## config.mk

```make
export PLATFORM = sky130hd
export DESIGN_NAME = mmu_bus_arbiter
export DESIGN_NICKNAME = d
export VERILOG_FILES = /design/src/rtl/mmu_bus_arbiter.sv
export SDC_FILE = /design/constraint.sdc
export NUM_CORES = 1
export LEC_CHECK = 0
export BUFFER_PORTS_ARGS = -buffer_cell sky130_fd_sc_hd__buf_4
export CAP_MARGIN = 25
export CORE_AREA = 2 2 118 120
export CTS_BUF_LIST = sky130_fd_sc_hd__clkbuf_4 sky130_fd_sc_hd__clkbuf_8 sky130_fd_sc_hd__clkbuf_16
export DETAILED_ROUTE_END_ITERATION = 10
export DIE_AREA = 0 0 120 122
export PLACE_DENSITY = 0.48
export SYNTH_ARGS = -nofsm -noshare
export SYNTH_HDL_FRONTEND = slang
export SYNTH_SLANG_ARGS = --single-unit
export TNS_END_PERCENT = 1
```

## constraint.sdc

```tcl
create_clock -name clk -period 1.95 [get_ports clk]
set_clock_uncertainty 0.15 [all_clocks]
set_input_delay 0.4875 -clock clk [delete_from_list [all_inputs] [get_ports clk]]
set_output_delay 0.4875 -clock clk [all_outputs]
set_load 0.005 [all_outputs]
```

## src/rtl/mmu_bus_arbiter.sv

```systemverilog
// Two-master (CPU, DMA) arbiter for the shared MMU bus: CPU priority, DMA anti-starvation, bounded DMA bursts.
// Define MMU_ARB_PARK_CPU_EN to park the bus on the CPU instead of idling.
module mmu_bus_arbiter #(
    parameter int ADDR_W       = 32,
    parameter int DATA_W       = 32,
    parameter int MAX_BURST    = 8,
    parameter int STARVE_LIMIT = 4
) (
    input  logic              clk,
    input  logic              rst,
    input  logic              cpu_req,
    input  logic [ADDR_W-1:0] cpu_addr,
    input  logic              cpu_rdWR,
    input  logic [DATA_W-1:0] cpu_wdata,
    output logic              cpu_gnt,
    output logic              cpu_ack,
    output logic [DATA_W-1:0] cpu_rdata,
    input  logic              dma_req,
    input  logic              dma_lock,
    input  logic [ADDR_W-1:0] dma_addr,
    input  logic              dma_rdWR,
    input  logic [DATA_W-1:0] dma_wdata,
    output logic              dma_gnt,
    output logic              dma_ack,
    output logic [DATA_W-1:0] dma_rdata,
    output logic [ADDR_W-1:0] bus_addr,
    output logic              bus_rdWR,
    output logic [DATA_W-1:0] bus_wdata,
    input  logic [DATA_W-1:0] bus_rdata,
    output logic [1:0]        owner
);

    localparam int BW = (MAX_BURST > 1) ? $clog2(MAX_BURST) : 1;
    localparam int SW = $clog2(STARVE_LIMIT + 1);
    localparam logic [BW-1:0] BURST_LAST = BW'(MAX_BURST - 1);
    localparam logic [SW-1:0] STARVE_MAX = SW'(STARVE_LIMIT);

    typedef enum logic [1:0] {
        S_IDLE = 2'b00,
        S_CPU  = 2'b01,
        S_DMA  = 2'b10
    } state_t;

`ifdef MMU_ARB_PARK_CPU_EN
    localparam state_t REST = S_CPU;
`else
    localparam state_t REST = S_IDLE;
`endif

    state_t        state;
    state_t        arb_full;
    state_t        arb_cpu_first;
    logic [SW-1:0] starve;
    logic [BW-1:0] burst;
    logic          starve_fire;
    logic          dma_stay;

    // arb_cpu_first is the end-of-burst decision, which ignores starvation so the CPU gets in
    always_comb begin
        starve_fire   = dma_req && (starve == STARVE_MAX);
        dma_stay      = dma_req && dma_lock && (burst < BURST_LAST);
        arb_cpu_first = REST;
        if (cpu_req) begin
            arb_cpu_first = S_CPU;
        end else if (dma_req) begin
            arb_cpu_first = S_DMA;
        end
        arb_full = starve_fire ? S_DMA : arb_cpu_first;
    end

    // burst only counts while a locked tenure continues, so leaving or re-entering DMA restarts it at 0
    always_ff @(posedge clk) begin
        if (rst) begin
            state  <= REST;
            starve <= '0;
            burst  <= '0;
        end else begin
            case (state)
                S_IDLE, S_CPU: begin
                    state <= arb_full;
                    burst <= '0;
                end
                S_DMA: begin
                    if (dma_stay) begin
                        state <= S_DMA;
                        burst <= burst + 1'b1;
                    end else begin
                        state <= arb_cpu_first;
                        burst <= '0;
                    end
                end
                default: begin
                    state <= REST;
                    burst <= '0;
                end
            endcase

            if (state == S_DMA || !dma_req) begin
                starve <= '0;
            end else if (starve != STARVE_MAX) begin
                starve <= starve + 1'b1;
            end
        end
    end

    assign cpu_gnt   = (state == S_CPU);
    assign dma_gnt   = (state == S_DMA);
    assign cpu_ack   = cpu_gnt & cpu_req;
    assign dma_ack   = dma_gnt & dma_req;
    assign owner     = state;
    assign cpu_rdata = bus_rdata;
    assign dma_rdata = bus_rdata;

    // a granted master that has dropped req must not leave a write strobe on the bus
    always_comb begin
        bus_addr  = '0;
        bus_rdWR  = 1'b0;
        bus_wdata = '0;
        if (state == S_CPU) begin
            bus_addr  = cpu_addr;
            bus_rdWR  = cpu_rdWR & cpu_req;
            bus_wdata = cpu_wdata;
        end else if (state == S_DMA) begin
            bus_addr  = dma_addr;
            bus_rdWR  = dma_rdWR & dma_req;
            bus_wdata = dma_wdata;
        end
    end

endmodule

```

==> run metrics, run 1 <==
drt initial violations=51; die width=120 microns; crit path max fanout=15; drt first pass iters=4; Worst path slowest cell=dfxtp_2; synthesized instance count=191; ranking of synthesized cells by area=a22o_1, buf_4, dfxtp_1; Rows=43; CP required=1.31 ns; clock share of power=29.8%; Net Sw Power=292 uW; largest net degree at the start of global routing=31; R2R Setup Slk=0.63 ns; Top FF cell, synth=dfxtp_1; P&R area growth vs syn=98.8%; worst hold start=dma_req; critical path data arrival time=1.41 ns; Reg area=163 sq um; Post-synth EDFFs=0; DIE HEIGHT=122 microns; Max IR drop VDD=0.000213 V; critical path, cell by cell=buf_6 -> nor2b_4 -> buf_12 -> buf_16 -> a22o_1 -> buf_4; Hold Path Sink=owner[0]; area of the multi-input gates=823 sq um; Post-Route Utilization=23.3%; Vias per Instance=3.86; hold_ws=0.359 ns; Synth async-reset ratio=0%; Ys Warns=0; routed vias=1985; clock tree buffer depth=2; clk slew on worst S/H paths=0.04 ns; pins over their slew limit=0; startpoint types=flip-flop; Yosys top cell by area=a22o_1; Hold WC Path Type=in2reg; core area=0.0135 sq mm; Seq cells post-synth=8; failing checks=negative setup slack; Rel. slew slack=71.4%; Hold Vio Cnt, Final=0; DR WL/cell=15.4 microns; die area=0.0146 sq mm; Worst path max stage delay=0.32 ns; Fillers=1468; outcome=finished, violations left; DRC viols=0; r2r endpoint=starve[1]; Setup-failing EPs final=66; number of global-route vias before repair=1968; min Tclk post-route=2.05 ns; Yosys top cell area share=35.4%; cell area after synthesis=0.00158 sq mm; Sequential Power Share=15.2%; fin crit share=105%; most common cell in the netlist=buf_4; Hold Path Cell Cnt=2; share of cells above drive strength 1=68.6%; family with the most delay on the worst path=buffers and inverters; Sw Ratio=25.5%; H-Tree Depth=1; GRT Total Usage=8.86%; Setup TNS=-4.07 ns; Pwr per Cell Area=364 mW/mm^2; Max Fclk=487 MHz; initial antenna violation count=0; CTS Buf Count=3; initial core utilization=11.7%; worst r2r src=owner[0]; Comb pwr share=55.0%; Register-to-Register Path Depth=4; syn_nets=361; Antenna Cells=0; clk_lat worst skew=0.23 ns; slack of the critical path=-0.102 ns; slew of the pin with the lowest slew margin=0.428 ns; Crit Path Class=reg2out; Hold-fix buffers, CTS=0; first-pass GRT wire length=10.2 mm; unrepaired setup endpoints after global routing=yes; grt ovf=0; P_int=853 uW; Num Clock Sinks=8; Synth top cells by count=buf_4, a22o_1, buf_6, dfxtp_1, nand2_1; unique cell type count in the Yosys netlist=25; CP endpoint kind=primary output; Syn Area/Cell=8.28 sq um; Post-DRT Antenna Nets=0; CTS tree=built; fin nets=506; HPWL after DPL=5.62 mm; post-synthesis sequential area ratio=10.1%; Routed Wire Length=7.90 mm; Final Wtd Congestion=0.719; Pwr Total=1.15 mW; IO Pins=302; Max-cap violations=0; buffer and inverter count on the worst path=4; port bufs=205; CTS Root Cell=clkbuf_16; Leakage=1.62 nW
worst register-to-register path, stage by stage, from the launching register on:
cell,delay [ns]
dfxtp_2,0.32
and2b_4,0.33
buf_12,0.19
nand2b_4,0.16
a21oi_1,0.05
sequential cells by signal, indices dropped and copies added (netlist names):
name,cells
owner,2
starve,3
burst,3
power by group through the flow:
| stage | clock network [mW] | logic [mW] | registers (mW) |
|---|---|---|---|
| 4_1_cts | 0.348 | 0.614 | 0.174 |
| 3_5_place_dp | 0 | 0.557 | 0.176 |
| 5_1_grt | 0.358 | 0.676 | 0.174 |
| 6_report | 0.341 | 0.630 | 0.174 |
| 2_1_floorplan | 0 | 0.279 | 0.176 |
| 3_3_place_gp | 0 | 0.553 | 0.175 |
per-stage QoR:
step / worst slack [ns] / cell area, sq um / std cells
2_1_floorplan: 0.288 / 1580 / 191
3_3_place_gp: 0.0914 / 2820 / 502
3_5_place_dp: 0.0570 / 2820 / 502
4_1_cts: -0.121 / 3070 / 512
5_1_grt: -0.158 / 3140 / 514
6_report: -0.102 / 3140 / 514
layout by cell type, fill, tap and decap left out, types with 3 or more instances in the layout:
cell / count
inv_1: 3
dfxtp_1: 6
clkbuf_16: 6
buf_4: 205
buf_16: 4
a22o_1: 63
nor2_1: 3
nand3_1: 5
buf_12: 5
nand2_1: 7
ha_1: 3
final cells by class:
class / count / area share, %
multi-input cells: 101 / 26.2
clock buffers: 3 / 2.39
well taps: 180 / 7.16
flip-flops and latches: 8 / 5.17
repair buffers: 219 / 58.7
inverters: 3 / 0.358
how the worst max path moves through the flow:
| stage | startpoint | end | cells past startpoint |
|---|---|---|---|
| global route | owner[1] | bus_wdata[17] | 6 |
| global placement | owner[0] | bus_wdata[16] | 4 |
| floorplan | owner[0] | bus_addr[20] | 4 |
| finish | owner[1] | bus_wdata[17] | 6 |
| CTS | owner[1] | bus_addr[16] | 6 |
| detailed placement | owner[0] | bus_wdata[17] | 4 |
what timing repair did:
action,CTS,global route
resized for setup,10,5
setup buffers,4,0
pin swaps,16,23
gates cloned,3,3
setup endpoints to repair,67,67
cell families after synthesis:
kind of cell             synth area share (%)
buffers and inverters                    39.0
flip-flops                               10.1
AND/OR/NAND/NOR                          10.4
XOR/XNOR                                 1.11
AO/OA/AOI/OAI                            37.0
adder cells (fa/ha/maj)                  2.37
metal layers:
metal | vias up | part of all wire (%) | global-route usage [%]
met5 | - | 0 | 0
met4 | 0 | 2.0 | 2.57
met3 | 27 | 8.3 | 1.59
met2 | 129 | 53 | 17.6
met1 | 898 | 37 | 9.42
li1 | 931 | - | -
Power figures use the tool's default switching activity.
==> run 2, diff against run 1 <==
--- a/config.mk
+++ b/config.mk
@@ -11,7 +11,7 @@
 export CTS_BUF_LIST = sky130_fd_sc_hd__clkbuf_4 sky130_fd_sc_hd__clkbuf_8 sky130_fd_sc_hd__clkbuf_16
 export DETAILED_ROUTE_END_ITERATION = 10
 export DIE_AREA = 0 0 120 122
-export PLACE_DENSITY = 0.48
+export REMOVE_ABC_BUFFERS = 1
 export SYNTH_ARGS = -nofsm -noshare
 export SYNTH_HDL_FRONTEND = slang
 export SYNTH_SLANG_ARGS = --single-unit
==> run metrics, run 2 (same netlist as run 1, synthesis figures left out) <==
CTS tree=built; Hold WC Path Type=in2reg; H-Tree Depth=1 (unchanged); Worst path max stage delay=0.33 ns (about the same); GRT Total Usage=12.6% (+3.7 points); Sw Ratio=25.8% (+0.29 points); most common cell after layout, fill and taps aside=buf_4; number of global-route vias before repair=2026 (+2.9%); P_int=834 uW (-2.2%); fin nets=505 (-0.20%); Sequential Power Share=15.3% (about the same); Net Sw Power=290 uW (-0.72%); die width=120 microns (unchanged); clk_lat worst skew=0.23 ns (about the same); critical path data arrival time=1.40 ns (about the same); unrepaired setup endpoints after global routing=yes; Setup-failing EPs final=64 (-3.0%); Hold Vio Cnt, Final=0 (unchanged); pins over their slew limit=0 (unchanged); Leakage=1.60 nW (-1.3%); CTS Root Cell=clkbuf_16; initial antenna violation count=0 (unchanged); clock tree buffer depth=2 (unchanged); share of cells above drive strength 1=68.8% (+0.21 points); slack of the critical path=-0.0915 ns (+0.0103 ns); launch point of the worst path=owner[1]; path length in cells of the critical path=5 (-1); crit path max fanout=18 (+3); clk slew on worst S/H paths=0.04 ns (about the same); Rows=43 (unchanged); outcome=finished, violations left; placed instance count=502 (unchanged); IO Pins=302 (unchanged); CP endpoint kind=primary output; initial core utilization=11.7% (unchanged); fin crit share=105% (-0.53 points); Reg area=165 sq um (+1.5%); startpoint types=flip-flop; HPWL after DPL=8.28 mm (+47%); Fillers=1466 (-0.14%); Num Clock Sinks=8 (unchanged); port bufs=205 (unchanged); die area=0.0146 sq mm (unchanged); CP endpoint=bus_addr[26]; Max-cap violations=0 (unchanged); r2r endpoint=starve[2]; R2R Setup Slk=0.62 ns (about the same); commonest cells after routing, fill and taps aside=buf_4, a22o_1, buf_6, nand2_1, dfxtp_1; P&R area growth vs syn=96.6%; buffer and inverter count on the worst path=3 (-1); grt ovf=0 (unchanged); Post-DRT Antenna Nets=0 (unchanged); Pwr Total=1.12 mW (-1.8%); Vias per Instance=4.08 (+5.7%); worst r2r src=owner[1]; Pwr per Cell Area=362 mW/mm^2 (-0.74%); routed vias=2094 (+5.5%); critical path, cell by cell=and2b_4 -> buf_6 -> buf_12 -> a22o_1 -> buf_4; Crit Path Class=reg2out; DR WL/cell=19.8 microns (+29%); family with the most delay on the worst path=buffers and inverters; Routed Wire Length=10.2 mm (+29%); Register-to-Register Path Depth=5 (+1); worst hold start=dma_req; Max Fclk=490 MHz (+0.51%); min Tclk post-route=2.04 ns (-0.0103 ns); slew of the pin with the lowest slew margin=0.425 ns (-0.00303 ns); CTS Buf Count=3 (unchanged); failing checks=negative setup slack; Antenna Cells=0 (unchanged); Final Wtd Congestion=0.860 (+20%); core area=0.0135 sq mm (unchanged); CP required=1.31 ns (about the same); Rel. slew slack=71.6% (+0.20 points); first-pass GRT wire length=13.4 mm (+32%); DIE HEIGHT=122 microns (unchanged); DRC viols=0 (unchanged); largest net degree at the start of global routing=38 (+23%); Max IR drop VDD=0.000188 V (-12%); drt initial violations=106 (+110%); drt first pass iters=4 (unchanged); Comb pwr share=53.6% (-1.4 points); Hold Path Cell Cnt=2 (unchanged); Worst path slowest cell=dfxtp_4; area of the multi-input gates=828 sq um (+0.61%); non-filler cells, final=513 (-0.19%); clock share of power=31.1% (+1.3 points)
==> run 2: final cells by class <==
| cell class | instances | area share, % |
|---|---|---|
| multi-input cells | 101 | 26.6 |
| flip-flops and latches | 8 | 5.31 |
| repair buffers | 218 | 58.0 |
| clock buffers | 3 | 2.41 |
| inverters | 3 | 0.362 |
| well taps | 180 | 7.24 |
==> run 2: worst reg2reg max path, stage by stage (launching register included) <==
cell and delay, ns:
dfxtp_4 0.33, and2b_4 0.18, buf_12 0.13, buf_16 0.14
nand2b_4 0.14, nor3_1 0.17
==> run 2: worst min-delay path by stage <==
stage | endpoint | slack, ns
finish | owner[0] | 0.34
global route | owner[0] | 0.36
CTS | owner[0] | 0.34
detailed placement | starve[1] | 0.34
global placement | starve[1] | 0.33
floorplan | starve[1] | 0.32
==> run 2: through the flow <==
step / hold slack [ns] / setup TNS [ns] / instance area [sq um] / worst slack (ns) / utilization (%)
floorplan: 0.320 / -48.17 / 976 / -0.683 / -
global placement: 0.330 / 0 / 2830 / 0.0913 / 21.0
detailed placement: 0.343 / 0 / 2830 / 0.0757 / 21.0
CTS: 0.340 / -4.64 / 3100 / -0.0999 / 22.9
global route: 0.360 / -6.42 / 3110 / -0.146 / 23.0
finish: 0.341 / -3.80 / 3110 / -0.0915 / 23.0
==> run 2: timing repair <==
item                       CTS  global route
buffers inserted             5             0
setup endpoints to repair   66            67
gates cloned                 3             0
hold buffers                 0             0
gates resized for setup     18             4
pin swaps                   38            30
==> run 2: routing by layer <==
layer	routed length, microns	vias up	track usage [%]
met4	59	4	1.69
met1	3900	958	14.4
met2	4070	195	16.6
met5	168	-	9.03
met3	1960	9	11.8
li1	-	928	-
==> run 2: power groups by stage <==
stage	combinational [mW]	sequential (mW)	clock [mW]
final	0.602	0.172	0.350
after global routing	0.646	0.173	0.360
after CTS	0.608	0.172	0.355
after detailed placement	0.557	0.177	0
after global placement	0.552	0.176	0
after floorplan	0.150	0.176	0
==> run 3, diff against run 2 <==
==> constraint.sdc (replaced) <==
create_clock -name clk -period 2 [get_ports clk]
set_clock_uncertainty 0.15 [all_clocks]
set_input_delay 0.5 -clock clk [delete_from_list [all_inputs] [get_ports clk]]
set_output_delay 0.5 -clock clk [all_outputs]
set_load 0.005 [all_outputs]
==> run metrics, run 3 (same netlist as run 1, synthesis figures left out) <==
outcome=finished, violations left; failing checks=negative setup slack; Routed Wire Length=9.72 mm (-4.3%); fin crit share=102%; Rel. slew slack=73.1% (+1.5 points); DRC viols=0 (unchanged); Post-Route Utilization=21.9% (-1.1 points); Final Wtd Congestion=0.860 (unchanged); Hold Vio Cnt, Final=0 (unchanged); path length in cells of the critical path=4 (-1); grt ovf=0 (unchanged); Setup-failing EPs final=32 (-50%); fin nets=498 (-1.4%); Hold Path Sink=starve[1]; worst hold start=starve[1]; buffer and inverter count on the worst path=2 (-1); Worst path max stage delay=0.32 ns (about the same); CTS Root Cell=clkbuf_16; clock tree buffer depth=2 (unchanged); Max-cap violations=0 (unchanged); routed vias=2017 (-3.7%); family with the most delay on the worst path=flip-flops; CTS Buf Count=3 (unchanged); Register-to-Register Path Depth=5 (unchanged); drt initial violations=103 (-2.8%); Hold WC Path Type=reg2reg; GRT Total Usage=12.1% (-0.52 points); Crit Path Class=reg2out; Worst path slowest cell=dfxtp_2; Num Clock Sinks=8 (unchanged); non-filler cells, final=506 (-1.4%); most common cell after layout, fill and taps aside=buf_4; pins over their slew limit=0 (unchanged); clk slew on worst S/H paths=0.04 ns (about the same); r2r endpoint=owner[1]; slack of the critical path=-0.0405 ns (+0.0511 ns); Rows=43 (unchanged); hold_ws=0.354 ns (+0.0136 ns); DIE HEIGHT=122 microns (unchanged); first-pass GRT wire length=12.9 mm (-3.8%); Post-DRT Antenna Nets=0 (unchanged); Max IR drop VDD=0.000215 V (+15%); worst r2r src=starve[0]; port bufs=205 (unchanged); P&R area growth vs syn=86.9%; slew of the pin with the lowest slew margin=0.403 ns (-0.0221 ns); initial core utilization=11.7% (unchanged); Pwr per Cell Area=357 mW/mm^2 (-1.3%); share of cells above drive strength 1=67.5% (-1.3 points); DR WL/cell=19.2 microns (-3.0%); core area=0.0135 sq mm (unchanged); placed instance count=502 (unchanged); Hold Path Cell Cnt=2 (unchanged); Fillers=1455 (-0.75%); critical path data arrival time=1.39 ns (about the same); die width=120 microns (unchanged); commonest cells after routing, fill and taps aside=buf_4, a22o_1, nand2_1, dfxtp_1, nand3_1; Leakage=1.53 nW (-4.0%); min Tclk post-route=2.04 ns; crit path max fanout=36 (+18); H-Tree Depth=1 (unchanged); initial antenna violation count=0 (unchanged); number of global-route vias before repair=1961 (-3.2%); Vias per Instance=3.99 (-2.3%); CP endpoint kind=primary output; Pwr Total=1.06 mW (-6.2%); IO Pins=302 (unchanged); HPWL after DPL=8.26 mm (-0.18%); CTS tree=built; drt first pass iters=4 (unchanged); Antenna Cells=0 (unchanged); largest net degree at the start of global routing=38 (unchanged); CP required=1.35 ns (+0.04 ns); die area=0.0146 sq mm (unchanged); unrepaired setup endpoints after global routing=yes; Post-CTS Setup Repair Bufs=0 (-5); Hold-fix buffers, CTS=0 (unchanged); startpoint types=flip-flop; Max Fclk=490 MHz; critical path, cell by cell=and2b_4 -> buf_12 -> a22o_1 -> buf_4; R2R Setup Slk=0.69 ns (+0.07 ns); clk_lat worst skew=0.23 ns (about the same)
## run 3: cell type report
cell class              instances  area, sq um  area share, %
multi-input cells             101          821           27.8
inverters                       3         11.3          0.381
flip-flops and latches          8          163           5.50
clock buffers                   3         75.1           2.54
repair buffers                211         1660           56.2
well taps                     180          225           7.62
## run 3: report_power, final
group	internal (mW)	total (mW)	switching [mW]
Clock	0.258	0.334	0.0766
Combinational	0.366	0.551	0.185
Sequential	0.166	0.170	0.00452
## run 3: worst max path at each step
stage / from / end / slack [ns]
5_1_grt: owner[0] / bus_addr[31] / -0.11
3_5_place_dp: owner[0] / bus_addr[14] / 0.11
6_report: owner[0] / bus_addr[31] / -0.04
2_1_floorplan: owner[0] / bus_rdWR / -0.65
4_1_cts: owner[0] / bus_addr[14] / -0.06
3_3_place_gp: owner[0] / bus_addr[14] / 0.13
## run 3: metal layers
metal,up-vias,track usage (%),part of all wire [%]
met5,-,5.21,0.90
met4,2,1.10,0.17
met3,6,12.3,21
met2,198,15.9,40
met1,897,13.7,37
li1,914,-,-
## run 3: worst register-to-register path: cells and delay by family, from the launching register on
family / cells / cell delay, ns
buffers and inverters: 1 / 0.06
adders and majority gates: 1 / 0.21
and+or+nand+nor: 3 / 0.48
DFF: 1 / 0.33
## run 3: through the flow
| step | instance area (sq um) | setup TNS (ns) | setup slack (ns) |
|---|---|---|---|
| after floorplan | 976 | -45.28 | -0.645 |
| after global placement | 2830 | 0 | 0.130 |
| after detailed placement | 2830 | 0 | 0.108 |
| after CTS | 2940 | -0.999 | -0.0600 |
| after global routing | 2960 | -3.02 | -0.107 |
| final | 2960 | -0.532 | -0.0405 |
## run 3: what timing repair did
| action | 4_1_cts | 5_1_grt |
|---|---|---|
| pin swaps | 28 | 27 |
| resized for setup | 5 | 2 |
| gates cloned | 1 | 0 |
| endpoints found under the setup margin | 64 | 65 |
